<file path="config.mk">
export PLATFORM = sky130hd
export DESIGN_NAME = calc_core_arbiter
export DESIGN_NICKNAME = d
export VERILOG_FILES = /design/src/rtl/calc_core_arbiter.sv
export SDC_FILE = /design/constraint.sdc
export NUM_CORES = 1
export LEC_CHECK = 0
export BUFFER_PORTS_ARGS = -buffer_cell sky130_fd_sc_hd__buf_2
export CORE_AREA = 2 2 106 108
export DETAILED_ROUTE_END_ITERATION = 7
export DIE_AREA = 0 0 108 110
export GPL_TIMING_DRIVEN = 0
export PLACE_DENSITY = 0.68
export RECOVER_POWER = 25
export SLEW_MARGIN = 10
export SYNTH_ARGS = -nofsm -noshare
export SYNTH_HDL_FRONTEND = slang
export SYNTH_SLANG_ARGS = --single-unit
</file>
<file path="constraint.sdc">
create_clock -name clk -period 3.1 [get_ports clk]
set_input_delay 0.155 -clock clk [delete_from_list [all_inputs] [get_ports clk]]
set_output_delay 0.155 -clock clk [all_outputs]
set_load 0.05 [all_outputs]
</file>
<file path="src/rtl/calc_core_arbiter.sv">
// Round-robin arbiter sharing one calculadora_core between a UART requester (port 0)
// and a local front end (port 1), with a watchdog that aborts operations the core never finishes.
module calc_core_arbiter #(
    parameter int OPERAND_W      = 16,
    parameter int OP_W           = 3,
    parameter int RESULT_W       = 32,
    parameter int TIMEOUT_CYCLES = 1024
) (
    input  logic                 clk,
    input  logic                 reset,
    input  logic                 req0_valid,
    input  logic [OPERAND_W-1:0] req0_operand,
    input  logic [OP_W-1:0]      req0_op,
    output logic                 req0_accept,
    output logic                 rsp0_valid,
    input  logic                 rsp0_ready,
    output logic [RESULT_W-1:0]  rsp0_result,
    output logic                 rsp0_timeout,
    input  logic                 req1_valid,
    input  logic [OPERAND_W-1:0] req1_operand,
    input  logic [OP_W-1:0]      req1_op,
    output logic                 req1_accept,
    output logic                 rsp1_valid,
    input  logic                 rsp1_ready,
    output logic [RESULT_W-1:0]  rsp1_result,
    output logic                 rsp1_timeout,
    output logic [OPERAND_W-1:0] core_operand_a,
    output logic [OP_W-1:0]      core_operation,
    output logic                 core_start,
    input  logic [RESULT_W-1:0]  core_result,
    input  logic                 core_ready,
    output logic                 busy,
    output logic                 grant_id,
    output logic [7:0]           timeout_count
);

    localparam int WD_W = $clog2(TIMEOUT_CYCLES);
    localparam logic [WD_W-1:0] WD_LAST = WD_W'(TIMEOUT_CYCLES - 1);

    typedef enum logic [1:0] {IDLE, ISSUE, WAIT, RESP} state_t;

    state_t          state, state_next;
    logic            last_grant;
    logic            grant_sel;
    logic            do_grant, do_done, do_abort, rsp_take;
    logic [WD_W-1:0] wdog;

    function automatic logic [7:0] sat_inc(input logic [7:0] value);
        return (value == 8'hFF) ? value : value + 8'd1;
    endfunction

    always_ff @(posedge clk) begin
        if (reset) state <= IDLE;
        else       state <= state_next;
    end

    always_comb begin
        state_next = state;
        grant_sel  = last_grant;
        do_grant   = 1'b0;
        do_done    = 1'b0;
        do_abort   = 1'b0;
        rsp_take   = 1'b0;
        case (state)
            IDLE: begin
                if (req0_valid || req1_valid) begin
                    do_grant   = 1'b1;
                    grant_sel  = (req0_valid && req1_valid) ? ~last_grant : req1_valid;
                    state_next = ISSUE;
                end
            end
            ISSUE: state_next = WAIT;
            WAIT: begin
                // A ready on the expiry cycle still counts as a normal completion.
                if (core_ready) begin
                    do_done    = 1'b1;
                    state_next = RESP;
                end else if (wdog == WD_LAST) begin
                    do_abort   = 1'b1;
                    state_next = RESP;
                end
            end
            RESP: begin
                if (grant_id ? rsp1_ready : rsp0_ready) begin
                    rsp_take   = 1'b1;
                    state_next = IDLE;
                end
            end
            default: state_next = IDLE;
        endcase
    end

    always_ff @(posedge clk) begin
        if (reset) begin
            last_grant     <= 1'b1;
            grant_id       <= 1'b0;
            busy           <= 1'b0;
            wdog           <= '0;
            timeout_count  <= 8'd0;
            core_operand_a <= '0;
            core_operation <= '0;
            core_start     <= 1'b0;
            req0_accept    <= 1'b0;
            req1_accept    <= 1'b0;
            rsp0_valid     <= 1'b0;
            rsp0_result    <= '0;
            rsp0_timeout   <= 1'b0;
            rsp1_valid     <= 1'b0;
            rsp1_result    <= '0;
            rsp1_timeout   <= 1'b0;
        end else begin
            busy        <= (state_next != IDLE);
            core_start  <= 1'b0;
            req0_accept <= 1'b0;
            req1_accept <= 1'b0;

            if (do_grant) begin
                grant_id       <= grant_sel;
                last_grant     <= grant_sel;
                core_operand_a <= grant_sel ? req1_operand : req0_operand;
                core_operation <= grant_sel ? req1_op : req0_op;
                core_start     <= 1'b1;
                req0_accept    <= ~grant_sel;
                req1_accept    <= grant_sel;
            end

            if (state == ISSUE)     wdog <= '0;
            else if (state == WAIT) wdog <= wdog + 1'b1;

            if (do_done || do_abort) begin
                if (grant_id) begin
                    rsp1_valid   <= 1'b1;
                    rsp1_result  <= do_done ? core_result : '0;
                    rsp1_timeout <= do_abort;
                end else begin
                    rsp0_valid   <= 1'b1;
                    rsp0_result  <= do_done ? core_result : '0;
                    rsp0_timeout <= do_abort;
                end
            end

            if (do_abort) timeout_count <= sat_inc(timeout_count);

            // Clearing the whole response keeps the idle port's rsp outputs at zero.
            if (rsp_take) begin
                if (grant_id) begin
                    rsp1_valid   <= 1'b0;
                    rsp1_result  <= '0;
                    rsp1_timeout <= 1'b0;
                end else begin
                    rsp0_valid   <= 1'b0;
                    rsp0_result  <= '0;
                    rsp0_timeout <= 1'b0;
                end
            end
        end
    end

endmodule

</file>
==> results.py <==
metrics = {
    "synthesis": {
        "synth.yosys.seq_area_share_pct": 53.9,
        "synth_cell_type_count": 51,
        "postSynthCellCount": 422,
        "async_flop_share_pct": 0,
        "synthTopCellsByArea": "dfxtp_1, a22o_1, nand2_1",
        "syn_area_um2": 4200,
        "ys.flop_type": "dfxtp_1",
        "syn-mean-instance-area_um2": 9.95,
        "synth.largest_area_cell": "dfxtp_1",
        "synth_nets": 501,
        "ys_warn_count": 0,
        "synth_edf_count": 0,
        "synth.top_cell.area_share_pct": 53.9,
        "ys_ff_latch": 113,
    },
    "timing": {
        "fin_skew_ps": 9.83,
        "relSlewSlack_pct": 50.9,
        "timing.final.hold_violations": 0,
        "rsz0062_at_grt": "false",
        "layout_min_cycle_time_ps": 2450,
        "tns_ps": 0,
        "finalSetupViolations": 0,
        "hold-worst-slack_ps": 63.4,
        "finalMaxSlewViolations": 0,
        "max_freq_mhz": 408,
        "finalCritPeriodShare_pct": 79.1,
        "worst-slew-pin-transition_ps": 728,
    },
    "worst_hold_path": {
        "hold_class": "in -> reg",
        "hp-start": "rsp1_ready",
    },
    "clock_network": {
        "cts_sinks": 113,
        "cts_tree": "yes",
        "clk_latency_ps": 510,
        "cts_root_buf": "clkbuf_8",
        "cts_setup_buffers": 0,
        "htreeDepth": 4,
        "ctsHoldBuffers": 70,
        "cts_resized": 0,
        "clockBufferDepth": 2,
        "cts.clk_slew.worst_paths_ps": 60,
        "numCtsBuffers": 17,
    },
    "final_layout": {
        "fin_nets": 765,
        "syn_to_final_growth_pct": 55.8,
        "final_common_cell": "buf_2",
        "final_cell_mix": "buf_2, dfxtp_1, dlygate4sd3_1, clkbuf_1, a22o_1",
        "design_area_um2": 6550,
        "drive_gt1_share_pct": 24.4,
        "diodes": 0,
    },
    "worst_setup_path": {
        "slowest_stage": "dlygate4sd3_1",
        "cp.arrival_ps": 2840,
        "cp_common_cell": "buf_2",
        "worstSetupStartpointType": "register",
        "required_ps": 3490,
        "cp-startpoint": "state[0]",
        "critical_path.cell_chain": "buf_2, nor2_1, o21a_1, clkbuf_1, buf_2, a311oi_1, dlygate4sd3_1",
        "cp_max_fo": 10,
        "critical_path.endpoint_type": "register",
        "worst_path_largest_cell_delay_ps": 590,
        "crit_family": "buffers and inverters",
        "regToRegStartpoint": "state[0]",
        "path_class": "reg -> reg",
        "cp_num_buf_inv": 4,
    },
    "global_routing": {
        "grt_remaining_overflow": 0,
        "grt_pass1_vias": 4314,
        "antenna_found_initial": 0,
        "grt_max_degree": 17,
        "grt_use_total_pct": 21.8,
        "grt_pass1_wl_um": 20200,
    },
    "die": {
        "fp.dieH_um": 110,
        "pin_count": 177,
        "core-area_um2": 10700,
        "dieArea_um2": 11900,
        "die_w_um": 108,
        "start_util_pct": 39.3,
        "rows": 38,
    },
    "placed_design": {
        "port_buffers": 175,
        "placed_cell_area_um2": 5250,
        "gp_congestion": 0.836,
        "place_hpwl_um": 8930,
    },
    "route": {
        "drt_pre_antenna_iters": 4,
        "drc": 0,
        "detail-route-antenna-nets": 0,
        "wl_met3_um": 994,
        "avgRoutedWirePerCell_um": 15.6,
        "drt-met1-wl_um": 5530,
        "drt_first_iter_violations": 232,
        "highest_layer": "met4",
        "drt-total-wl_um": 13100,
        "dr_total_vias": 4345,
        "met2_length_um": 6150,
        "avgViaCountPerCell": 5.18,
    },
    "power_and_ir_drop": {
        "p_total_uw": 4580,
        "p_leak_uw": 0.00288,
        "ir_drop_v": 0.000326,
        "p_per_area_nw_per_um2": 700,
    },
    "flow_run": {
        "cap_violations": 0,
    },
    "run_status": {
        "status": "complete, no violations",
    },
}
path summary, 6_finish.rpt:
| check | endpoint | slack [ps] | cells after the start |
|---|---|---|---|
| worst min-delay path | register | 60 | 3 |
| worst min register to register | register | 460 | 1 |
| worst max-delay path | core_operation[1] | 650 | 7 |
| worst max register to register | core_operation[1] | 650 | 7 |
area by class of cell:
class	instances	area [µm²]
clock inverter	9	176
inverter	3	11.3
sequential	113	2260
buffer	33	150
multi-input combinational	273	1780
timing repair buffer	245	1510
tap	140	175
clock buffer	22	483
fill	889	4150
metal layers:
| metal | vias up | global-route usage (%) |
|---|---|---|
| met5 | - | 0 |
| met3 | 32 | 6.70 |
| met2 | 190 | 37.1 |
| li1 | 2097 | - |
| met1 | 2026 | 24.6 |
| met4 | 0 | 11.6 |
Yosys cell counts, types with 4 or more instances:
cell type	count
nand2_1	52
dfxtp_1	113
a311oi_1	20
nor3_1	4
nand4_1	4
and3_1	6
nand3_1	7
mux2i_1	5
a21oi_1	11
buf_1	6
xor2_1	6
a22o_1	63
nor2_1	39
o21ai_0	7
buf_2	12
o21a_1	4
clkbuf_1	13
kinds of logic (layout without fill, tap and decap cells):
kind of cell,count (synthesis),in the layout,share of synthesized area (%)
AO/OA/AOI/OAI,124,124,23.7
XOR/XNOR,7,7,1.46
flip-flops,113,113,53.9
multiplexers,7,7,1.73
AND/OR/NAND/NOR,133,133,14.9
buffers and inverters,36,312,3.84
adder cells (fa/ha/maj),2,2,0.596
stage by stage:
stage | setup slack (ps) | utilization, % | cells
after global placement | 1020 | 49.1 | 737
after CTS | 680 | 61.8 | 838
final | 649 | 61.2 | 838
after detailed placement | 1000 | 49.1 | 737
after global routing | 475 | 61.2 | 838
after floorplan | 1170 | - | 422
worst reg2reg max path: stages, from the launching register on:
cell and delay (ps):
dfxtp_1 340, buf_2 200, nor2_1 190, o21a_1 210, clkbuf_1 380, buf_2 320, a311oi_1 110, dlygate4sd3_1 590
power by group:
part           switching [µW]  total [µW]  internal, µW
clock network             652        2140          1490
registers                51.4        1590          1540
logic                     568         848           280
No activity file was read; power rests on OpenSTA's default activity.
